<file path="src/rtl/hazard_forward_unit_pkg.sv">
// Shared types for the decode-stage hazard/forwarding unit: select and state encodings,
// the shadow-pipe entry and the register-match helpers used by the forwarding compare.
package pipe_hazard_pkg;

  // Widest supported register index; narrower indices are zero-extended into entries.
  localparam int HZ_RG_W = 8;
  localparam logic [2:0] CNT_ZERO = 3'd0;

  typedef enum logic [1:0] {
    FWD_RF  = 2'b00,
    FWD_EXM = 2'b01,
    FWD_MWB = 2'b10
  } fwd_sel_t;

  typedef enum logic [1:0] {
    RUN     = 2'b00,
    LDSTALL = 2'b01,
    FLUSH   = 2'b10
  } hz_state_t;

  typedef struct packed {
    logic [HZ_RG_W-1:0] rg;
    logic               we;
    logic               load;
  } shadow_entry_t;

  localparam shadow_entry_t SHADOW_EMPTY = '{rg: '0, we: 1'b0, load: 1'b0};

  function automatic logic hits(input logic used, input logic [HZ_RG_W-1:0] src,
                                input shadow_entry_t e);
    return used & e.we & (e.rg == src);
  endfunction

  // The nearest in-flight producer wins.
  function automatic fwd_sel_t fwd_pick(input logic used, input logic [HZ_RG_W-1:0] src,
                                        input shadow_entry_t ex, input shadow_entry_t mem);
    fwd_sel_t sel;
    if (hits(used, src, ex)) begin
      sel = FWD_EXM;
    end else if (hits(used, src, mem)) begin
      sel = FWD_MWB;
    end else begin
      sel = FWD_RF;
    end
    return sel;
  endfunction

endpackage

</file>
<file path="src/rtl/hazard_forward_unit_if.sv">
// Decode-side bundle between the decode stage and the hazard unit.
interface hazard_forward_unit_if #(parameter int REG_W = 4);
  import pipe_hazard_pkg::*;

  logic             dec_valid;
  logic [REG_W-1:0] dec_rp;
  logic [REG_W-1:0] dec_rs;
  logic             dec_use_rp;
  logic             dec_use_rs;
  logic [REG_W-1:0] dec_rg;
  logic             dec_we_reg;
  logic             dec_is_load;
  logic             exe_branch_tkn;
  fwd_sel_t         sel_op_a;
  fwd_sel_t         sel_op_b;
  logic             stall_if_id;
  logic             bubble_ex;
  logic             flush_if_id;
  logic             busy;

  modport master (
    output dec_valid, dec_rp, dec_rs, dec_use_rp, dec_use_rs, dec_rg, dec_we_reg,
           dec_is_load, exe_branch_tkn,
    input  sel_op_a, sel_op_b, stall_if_id, bubble_ex, flush_if_id, busy
  );

  modport slave (
    input  dec_valid, dec_rp, dec_rs, dec_use_rp, dec_use_rs, dec_rg, dec_we_reg,
           dec_is_load, exe_branch_tkn,
    output sel_op_a, sel_op_b, stall_if_id, bubble_ex, flush_if_id, busy
  );
endinterface

</file>
<file path="src/rtl/hazard_forward_unit_shadow.sv">
// dest_shadow_pipe: mirrors the destination fields of instructions in EXE/MEM/WB.
// A non-issued decode slot enters EX as an empty entry.
module dest_shadow_pipe
  import pipe_hazard_pkg::*;
(
  input  logic          clk,
  input  logic          rst,
  input  logic          issue,
  input  shadow_entry_t dec_entry,
  output shadow_entry_t ex_r,
  output shadow_entry_t mem_r,
  output shadow_entry_t wb_r
);

  // Advance the shadow entries every cycle, inserting an empty entry on a bubble.
  always_ff @(posedge clk) begin
    if (rst) begin
      ex_r  <= SHADOW_EMPTY;
      mem_r <= SHADOW_EMPTY;
      wb_r  <= SHADOW_EMPTY;
    end else begin
      ex_r  <= issue ? dec_entry : SHADOW_EMPTY;
      mem_r <= ex_r;
      wb_r  <= mem_r;
    end
  end

endmodule

</file>
<file path="src/rtl/hazard_forward_unit.sv">
// Decode-side hazard unit: operand forwarding selects, load-use stall and taken-branch flush.
// Build macro HAZARD_PERF_CNT_EN adds the stall_cnt/flush_cnt performance counters.
module hazard_forward_unit
  import pipe_hazard_pkg::*;
#(
  parameter int REG_W          = 4,
  parameter int BRANCH_PENALTY = 2
) (
  input  logic        clk,
  input  logic        rst,
  hazard_forward_unit_if.slave hz
`ifdef HAZARD_PERF_CNT_EN
  ,
  output logic [31:0] stall_cnt,
  output logic [31:0] flush_cnt
`endif
);

  localparam logic [2:0] PENALTY_RELOAD = 3'(BRANCH_PENALTY - 1);

  hz_state_t          state_r, state_nxt_s;
  logic [2:0]         cnt_r, cnt_nxt_s;
  shadow_entry_t      ex_r, mem_r, wb_r, dec_entry_s;
  logic [HZ_RG_W-1:0] rp_s, rs_s;
  logic               use_a_s, use_b_s, load_use_s;
  logic               flushing_s, flush_s, stall_s, bubble_s, issue_s;
  fwd_sel_t           fwd_a_s, fwd_b_s;
  logic               unused_shadow_s;

  assign rp_s    = HZ_RG_W'(hz.dec_rp);
  assign rs_s    = HZ_RG_W'(hz.dec_rs);
  assign use_a_s = hz.dec_valid & hz.dec_use_rp;
  assign use_b_s = hz.dec_valid & hz.dec_use_rs;
  assign fwd_a_s = fwd_pick(use_a_s, rp_s, ex_r, mem_r);
  assign fwd_b_s = fwd_pick(use_b_s, rs_s, ex_r, mem_r);

  // A load in EX has no result yet, so a consumer right behind it must wait one cycle.
  assign load_use_s = ex_r.load & (hits(use_a_s, rp_s, ex_r) | hits(use_b_s, rs_s, ex_r));
  assign flushing_s = (state_r == FLUSH) && (cnt_r != CNT_ZERO);
  assign flush_s    = hz.exe_branch_tkn | flushing_s;
  assign stall_s    = load_use_s & ~flush_s;
  assign bubble_s   = flush_s | stall_s;
  assign issue_s    = hz.dec_valid & ~bubble_s;

  assign dec_entry_s = '{rg: HZ_RG_W'(hz.dec_rg), we: hz.dec_we_reg, load: hz.dec_is_load};

  // WB and the MEM load flag are tracked for completeness but never steer forwarding.
  assign unused_shadow_s = ^{wb_r, mem_r.load};

  dest_shadow_pipe u_shadow (
    .clk       (clk),
    .rst       (rst),
    .issue     (issue_s),
    .dec_entry (dec_entry_s),
    .ex_r      (ex_r),
    .mem_r     (mem_r),
    .wb_r      (wb_r)
  );

  // Pipeline-control outputs; selects are squashed whenever a bubble enters EXE.
  always_comb begin
    hz.sel_op_a    = FWD_RF;
    hz.sel_op_b    = FWD_RF;
    if (bubble_s) begin
      hz.sel_op_a = FWD_RF;
      hz.sel_op_b = FWD_RF;
    end else begin
      hz.sel_op_a = fwd_a_s;
      hz.sel_op_b = fwd_b_s;
    end
    hz.stall_if_id = stall_s;
    hz.bubble_ex   = bubble_s;
    hz.flush_if_id = flush_s;
    hz.busy        = (state_r != RUN);
  end

  // Next state and penalty count; a taken branch wins and restarts the flush window.
  always_comb begin
    state_nxt_s = state_r;
    cnt_nxt_s   = cnt_r;
    if (hz.exe_branch_tkn) begin
      if (BRANCH_PENALTY > 1) begin
        state_nxt_s = FLUSH;
        cnt_nxt_s   = PENALTY_RELOAD;
      end else begin
        state_nxt_s = RUN;
        cnt_nxt_s   = CNT_ZERO;
      end
    end else begin
      case (state_r)
        RUN: begin
          if (stall_s) begin
            state_nxt_s = LDSTALL;
          end else begin
            state_nxt_s = RUN;
          end
        end
        LDSTALL: begin
          state_nxt_s = RUN;
        end
        FLUSH: begin
          if (cnt_r <= 3'd1) begin
            state_nxt_s = RUN;
            cnt_nxt_s   = CNT_ZERO;
          end else begin
            cnt_nxt_s   = cnt_r - 3'd1;
          end
        end
        default: begin
          state_nxt_s = RUN;
          cnt_nxt_s   = CNT_ZERO;
        end
      endcase
    end
  end

  // State and penalty-count registers.
  always_ff @(posedge clk) begin
    if (rst) begin
      state_r <= RUN;
      cnt_r   <= CNT_ZERO;
    end else begin
      state_r <= state_nxt_s;
      cnt_r   <= cnt_nxt_s;
    end
  end

`ifdef HAZARD_PERF_CNT_EN
  // Count stalled and flushed cycles; both wrap at 2^32.
  always_ff @(posedge clk) begin
    if (rst) begin
      stall_cnt <= 32'd0;
      flush_cnt <= 32'd0;
    end else begin
      stall_cnt <= stall_cnt + {31'd0, stall_s};
      flush_cnt <= flush_cnt + {31'd0, flush_s};
    end
  end
`endif

endmodule

</file>
<file path="src/flat_wrapper.sv">
// flat-port wrapper written by rule: the top's interface ports become plain ports
module hazard_forward_unit_flat import pipe_hazard_pkg::*;
#(
  parameter int REG_W          = 4,
  parameter int BRANCH_PENALTY = 2
)
  (clk, rst, hz_dec_valid, hz_dec_rp, hz_dec_rs, hz_dec_use_rp, hz_dec_use_rs, hz_dec_rg, hz_dec_we_reg, hz_dec_is_load, hz_exe_branch_tkn, hz_sel_op_a, hz_sel_op_b, hz_stall_if_id, hz_bubble_ex, hz_flush_if_id, hz_busy);
  hazard_forward_unit_if #(.REG_W(REG_W)) hz_i ();
  input  logic clk;
  input  logic rst;
  input wire logic [$bits(hz_i.dec_valid)-1:0] hz_dec_valid;
  input wire logic [$bits(hz_i.dec_rp)-1:0] hz_dec_rp;
  input wire logic [$bits(hz_i.dec_rs)-1:0] hz_dec_rs;
  input wire logic [$bits(hz_i.dec_use_rp)-1:0] hz_dec_use_rp;
  input wire logic [$bits(hz_i.dec_use_rs)-1:0] hz_dec_use_rs;
  input wire logic [$bits(hz_i.dec_rg)-1:0] hz_dec_rg;
  input wire logic [$bits(hz_i.dec_we_reg)-1:0] hz_dec_we_reg;
  input wire logic [$bits(hz_i.dec_is_load)-1:0] hz_dec_is_load;
  input wire logic [$bits(hz_i.exe_branch_tkn)-1:0] hz_exe_branch_tkn;
  output wire logic [$bits(hz_i.sel_op_a)-1:0] hz_sel_op_a;
  output wire logic [$bits(hz_i.sel_op_b)-1:0] hz_sel_op_b;
  output wire logic [$bits(hz_i.stall_if_id)-1:0] hz_stall_if_id;
  output wire logic [$bits(hz_i.bubble_ex)-1:0] hz_bubble_ex;
  output wire logic [$bits(hz_i.flush_if_id)-1:0] hz_flush_if_id;
  output wire logic [$bits(hz_i.busy)-1:0] hz_busy;
  assign hz_i.dec_valid = hz_dec_valid;
  assign hz_i.dec_rp = hz_dec_rp;
  assign hz_i.dec_rs = hz_dec_rs;
  assign hz_i.dec_use_rp = hz_dec_use_rp;
  assign hz_i.dec_use_rs = hz_dec_use_rs;
  assign hz_i.dec_rg = hz_dec_rg;
  assign hz_i.dec_we_reg = hz_dec_we_reg;
  assign hz_i.dec_is_load = hz_dec_is_load;
  assign hz_i.exe_branch_tkn = hz_exe_branch_tkn;
  assign hz_sel_op_a = hz_i.sel_op_a;
  assign hz_sel_op_b = hz_i.sel_op_b;
  assign hz_stall_if_id = hz_i.stall_if_id;
  assign hz_bubble_ex = hz_i.bubble_ex;
  assign hz_flush_if_id = hz_i.flush_if_id;
  assign hz_busy = hz_i.busy;
  hazard_forward_unit #(.REG_W(REG_W), .BRANCH_PENALTY(BRANCH_PENALTY)) u_core (.clk(clk), .rst(rst), .hz(hz_i));
endmodule
</file>
<file path="config.mk">
export PLATFORM = sky130hd
export DESIGN_NAME = hazard_forward_unit_flat
export DESIGN_NICKNAME = d
export VERILOG_FILES = /design/src/rtl/hazard_forward_unit_pkg.sv /design/src/rtl/hazard_forward_unit_if.sv /design/src/rtl/hazard_forward_unit_shadow.sv /design/src/rtl/hazard_forward_unit.sv /design/src/flat_wrapper.sv
export SDC_FILE = /design/constraint.sdc
export NUM_CORES = 1
export LEC_CHECK = 0
export ABC_CLOCK_PERIOD_IN_PS = 5000
export BUFFER_PORTS_ARGS = -buffer_cell sky130_fd_sc_hd__buf_2
export CORE_UTILIZATION = 53
export DETAILED_ROUTE_END_ITERATION = 8
export HOLD_SLACK_MARGIN = 0.12
export PLACE_DENSITY = 0.79
export RECOVER_POWER = 100
export SLEW_MARGIN = 20
export SYNTH_ARGS = -nofsm -noshare
export SYNTH_HDL_FRONTEND = slang
export SYNTH_SLANG_ARGS = --single-unit
</file>
<file path="constraint.sdc">
create_clock -name clk -period 5 [get_ports clk]
set_input_delay 0.75 -clock clk [delete_from_list [all_inputs] [get_ports clk]]
set_output_delay 0.75 -clock clk [all_outputs]
set_load 0.05 [all_outputs]
</file>
**Yosys cells after proc, flatten, opt, wreduce, memory -nomap -nowiden**

Cells that the tools add are included.

- $lt $le $gt $ge: 1
- Muxes and demuxes: 13
- Equality and inequality tests: 9
- Add/sub/neg operators: 1
- Reduce and logical (&&, ||, !) cells: 7
- Bitwise gates (word level): 19

Operator list:

| kind | count |
|---|---|
| == test 8 x 4 -> 1 bit | 4 |
| 2-to-1 mux 2 bit | 8 |
| bitwise AND 1 bit | 13 |
| one-hot mux 3 bit (2 select lines) | 1 |
| OR reduction 2 bit | 3 |
| one-hot mux 2 bit (2 select lines) | 1 |
| less-or-equal comparator 3 x 1 -> 1 bit, second input constant | 1 |
| 2-to-1 mux 3 bit | 1 |
| inequality test 3 bit, second input constant | 1 |
| inverter 1 bit | 3 |
| bitwise OR 1 bit | 3 |
| nonzero test 3 bit | 1 |
| subtractor 3 x 1 -> 3 bit, second input constant | 1 |
| == test 2 x 1 -> 1 bit, second input constant | 1 |
| == test 2 bit, second input constant | 1 |
| logical NOT 2 bit | 1 |
| 2-to-1 mux 1 bit | 2 |
| inequality test 2 x 1 -> 1 bit, second input constant | 1 |
| inequality test 2 bit, second input constant | 1 |
| nonzero test 2 bit | 1 |
| logical AND 1 bit | 1 |

- Word-level logic and storage cells: 60
- Register bits: 24
- Bits of input ports: 20
- Output and inout port bits: 8

**Depth between registers and ports, before layout**

- Depth after elaboration: 11
- Mapped depth: 6
- Mapped depth without buffers: 6

**Hierarchy**

From an unflattened synthesis, not the netlist that was laid out.

- Cell total of the unflattened synthesis: 137
- Area total of the unflattened synthesis: 1,470.2 µm²

By module, submodules not included:

| module | seq. area each (µm²) | times used | area an instance (µm²) | cells an instance |
|---|---|---|---|---|
| dest_shadow_pipe | 600.6 | 1 | 877.1 | 63 |
| hazard_forward_unit | 100.1 | 1 | 593.1 | 74 |

**Least setup slack after synthesis**

No wires, ideal clock.

- Path kind: input-to-output
- Start point: input port hz_exe_branch_tkn
- End point: output port hz_sel_op_a[1]
- Path buffers: 0
- Data required time: 4.250 ns
- Arrival time: 3.582 ns
- Stages: 3
- Setup slack: 0.668 ns
- Path through: a21oi_2 -> nand2_1 -> a2111oi_0

- Cells in the longest elaborated chain, start to end: 5

Ends and longest elaborated chain:

| item | line | RTL |
|---|---|---|
| from (decl) | flat_wrapper.sv:19 | `input wire logic [$bits(hz_i.exe_branch_tkn)-1:0] hz_exe_branch_tkn;` |
| bitwise OR 1 bit (*) | hazard_forward_unit.sv:40 | `assign flush_s = hz.exe_branch_tkn \| flushing_s;` |
| inverter 1 bit | hazard_forward_unit.sv:41 | `assign stall_s = load_use_s & ~flush_s;` |
| bitwise AND 1 bit | hazard_forward_unit.sv:41 |  |
| bitwise OR 1 bit (*) | hazard_forward_unit.sv:42 | `assign bubble_s = flush_s \| stall_s;` |
| 2-to-1 mux 2 bit (*) | hazard_forward_unit.sv:64 | `if (bubble_s) begin` |
| to (decl) | flat_wrapper.sv:20 | `output wire logic [$bits(hz_i.sel_op_a)-1:0] hz_sel_op_a;` |

Every way passes the cells marked *; elsewhere a longest branch is shown, timed or not.

**Final worst setup path**

- Start point: input port hz_dec_rp[1]
- End point: output port hz_stall_if_id

- Cells in the longest elaborated chain, start to end: 5

Ends and longest elaborated chain:

| item | line | RTL |
|---|---|---|
| from (decl) | flat_wrapper.sv:12 | `input wire logic [$bits(hz_i.dec_rp)-1:0] hz_dec_rp;` |
| == test 8 x 4 -> 1 bit | hazard_forward_unit_pkg.sv:31 | `return used & e.we & (e.rg == src);` |
| bitwise AND 1 bit | hazard_forward_unit_pkg.sv:31 |  |
| bitwise OR 1 bit | hazard_forward_unit.sv:38 | `assign load_use_s = ex_r.load & (hits(use_a_s, rp_s, ex_r) \| hits(use_b_s, rs_s, ex_r));` |
| bitwise AND 1 bit | hazard_forward_unit.sv:38 |  |
| bitwise AND 1 bit | hazard_forward_unit.sv:41 |  |
| to (decl) | flat_wrapper.sv:22 | `output wire logic [$bits(hz_i.stall_if_id)-1:0] hz_stall_if_id;` |

No other way between the ends.

==> impl_metrics.yaml <==
clocking:
  clk_latency_ps: 290
  ctsHoldBuffers: 0
  htree_levels: 1
  clk_pin_slew_ps: 90
  cts_setup_buffers: 0
  root_buffer: "clkbuf_4"
  cts_resized: 0
  clockBufferDepth: 2
  cts_tree: "built"
  cts.sinks: 16
  cts_inserted_buffers: 3
yosys:
  ys_warn_count: 0
  synth_seq_area_share_pct: 35.9
  ys_ff_latch: 16
  netlist_area_um2: 892
  ys.flop_type: "dfxtp_1"
  synth-async-reset-ratio_pct: 0
  synth_cell_type_count: 28
  syn-num-nets: 124
  netlist_instances: 101
  syn_area_per_cell_um2: 8.83
  synth_edf_count: 0
die:
  die_x_um: 43.0
  rows: 14
  coreArea_um2: 1540
  io_pins: 28
  chipHeight_um: 43.0
  dieArea_um2: 1850
  initial_core_util_pct: 57.9
hold_path:
  worstHoldEndpoint: "u_core.u_shadow.mem_r[1]$_SDFF_PP0_"
  hold_class: "reg2reg"
  hp-start: "u_core.u_shadow.ex_r[1]$_SDFF_PP0_"
  whs_path_depth: 1
global_route:
  grt_first_pass_wirelength_um: 2690
  grt_pass1_vias: 715
  grtUsageMet2_pct: 37.0
  grt_usage_pct: 19.8
  grt_max_degree: 12
  grt_remaining_overflow: 0
  globalRouteMet1Util_pct: 20.1
  antenna_found_initial: 0
  grt-busiest-layer: "met2"
  gr-usage-met3_pct: 2.98
timing:
  fmax_mhz: 286
  setup_slack_ps: 1510
  report.final.slew_viol_count: 0
  maxSlewHeadroom_pct: 53.4
  finalSetupTns_ps: 0
  setup_viol: 0
  post-route-period-util_pct: 69.9
  skew_ps: 3.48
  tightestPinTransition_ps: 699
  rsz0062_at_grt: "false"
  finalHoldViolations: 0
  finalCriticalPeriod_ps: 3490
route:
  drt_first_pass_iters: 4
  drt-total-wl_um: 1710
  drc: 0
  vias: 779
  ant_nets: 0
  dr.first_iter.drc_count: 14
  wl_per_cell_um: 11.6
  viasPerCell: 5.30
final_layout:
  finish.utilization_pct: 67.0
  num_antenna_cells: 0
  layout_common_cells: "18 x buf_2, 16 x dfxtp_1, 12 x nor2_1, 10 x nand3_1"
  num-nets-final: 155
  drive_gt1_share_pct: 19.8
  syn_to_final_growth_pct: 15.7
  layout_commonest_cell: "buf_2"
pwr:
  powerDensity_nw_per_um2: 254
  vdd_drop_max_mv: 0.180
  p_sw_share_pct: 26.3
  power_frac_comb_pct: 16.5
  p_seq_share_pct: 51.0
  power_leakage_uw: 0.000421
  power.share.clock_pct: 32.5
  switchingPower_uw: 69.0
  p_int_uw: 193
place:
  place_ws_ps: 1980
  finalWeightedCongestion: 0.844
  dpl.hpwl_um: 1390
  io_buffer_count: 27
critical_path:
  cp_max_fo: 9
  crit_type: "in2out"
  crit_arrival_ps: 2740
  r2r_end: "u_core.state_r[0]$_SDFFE_PP0P_"
  timing.rr.start: "u_core.u_shadow.ex_r[3]$_SDFF_PP0_"
  critPathLaunchType: "input pin"
  worstPathRequired_ps: 4250
  critPathCaptureType: "output port"
  r2r_slack_ps: 3120
  ff2ff_path_depth: 4
flow_run:
  cap_viol_max_count: 0
run_status:
  status: "finished clean"
## critical path, stage by stage
cell,delay [ps]
clkbuf_1,100
xor2_1,170
or4_1,530
o22ai_1,500
and2_2,230
clkbuf_1,460
## how the worst max path moves through the flow
stage / slack (ps) / endpoint / cells after the start / startpoint
3_5_place_dp: 1980 / hz_stall_if_id / 6 / hz_dec_rp[1]
5_1_grt: 1360 / hz_stall_if_id / 6 / hz_dec_rp[1]
3_3_place_gp: 1990 / hz_stall_if_id / 6 / hz_dec_rp[1]
4_1_cts: 1980 / hz_stall_if_id / 6 / hz_dec_rp[1]
6_report: 1510 / hz_stall_if_id / 6 / hz_dec_rp[1]
2_1_floorplan: 670 / hz_sel_op_a[1] / 3 / hz_exe_branch_tkn
## routing by layer
metal  share of wire, %  up-vias
li1                   -      409
met1                 42      337
met2                 49       26
met3                4.9        7
met4                3.2        0
met5                  0        -
## stage by stage
stage	cells	total power [uW]	hold WS [ps]	cell area, um^2
2_1_floorplan	101	166	470	892
3_3_place_gp	143	182	489	1040
4_1_cts	147	266	510	1080
5_1_grt	147	274	528	1030
6_report	147	262	505	1030
3_5_place_dp	143	183	494	1040
## layout make-up
type                            count  area, um^2
Tap cell                           16        20.0
Multi-Input combinational cell     79         513
Fill cell                         145         509
Clock buffer                        4        36.3
Sequential cell                    16         320
Inverter                            5        18.8
Timing Repair Buffer               27         124
## cells in the mapped netlist, types with 3 or more instances
cell type / count / area share [%]
dfxtp_1: 16 / 36
nand4_1: 3 / 2.1
xor2_1: 6 / 5.9
nand2_1: 3 / 1.3
xnor2_1: 9 / 8.8
nand2b_1: 3 / 2.1
nor2b_1: 9 / 6.3
ha_1: 3 / 4.2
nor2_1: 12 / 5.0
inv_1: 5 / 2.1
nand3_1: 10 / 5.6
nor3_1: 3 / 1.7
## power groups by stage
stage	Clock, uW	Sequential (uW)	Combinational (uW)
after global routing	92.4	134	47.6
after CTS	86.4	134	46.2
after detailed placement	0	137	46.0
final	85.2	134	43.3
after global placement	0	137	45.1
after floorplan	0	136	29.8
## sequential cells by signal, indices dropped and copies added (netlist names)
register,flops
u_core.cnt_r,3
u_core.state_r,2
u_core.u_shadow.ex_r,6
u_core.u_shadow.mem_r,5
## kinds of logic (layout without fill, tap and decap cells)
kind of cell | count (synthesis) | after routing | synth area share [%]
adders and majority gates | 3 | 3 | 4.21
and+or+nand+nor | 50 | 50 | 31.8
DFF | 16 | 16 | 35.9
xor gates and xnor gates | 15 | 15 | 14.7
buffers and inverters | 6 | 36 | 2.52
AOI/OAI and AO/OA | 11 | 11 | 10.8
Power figures use the tool's default switching activity.
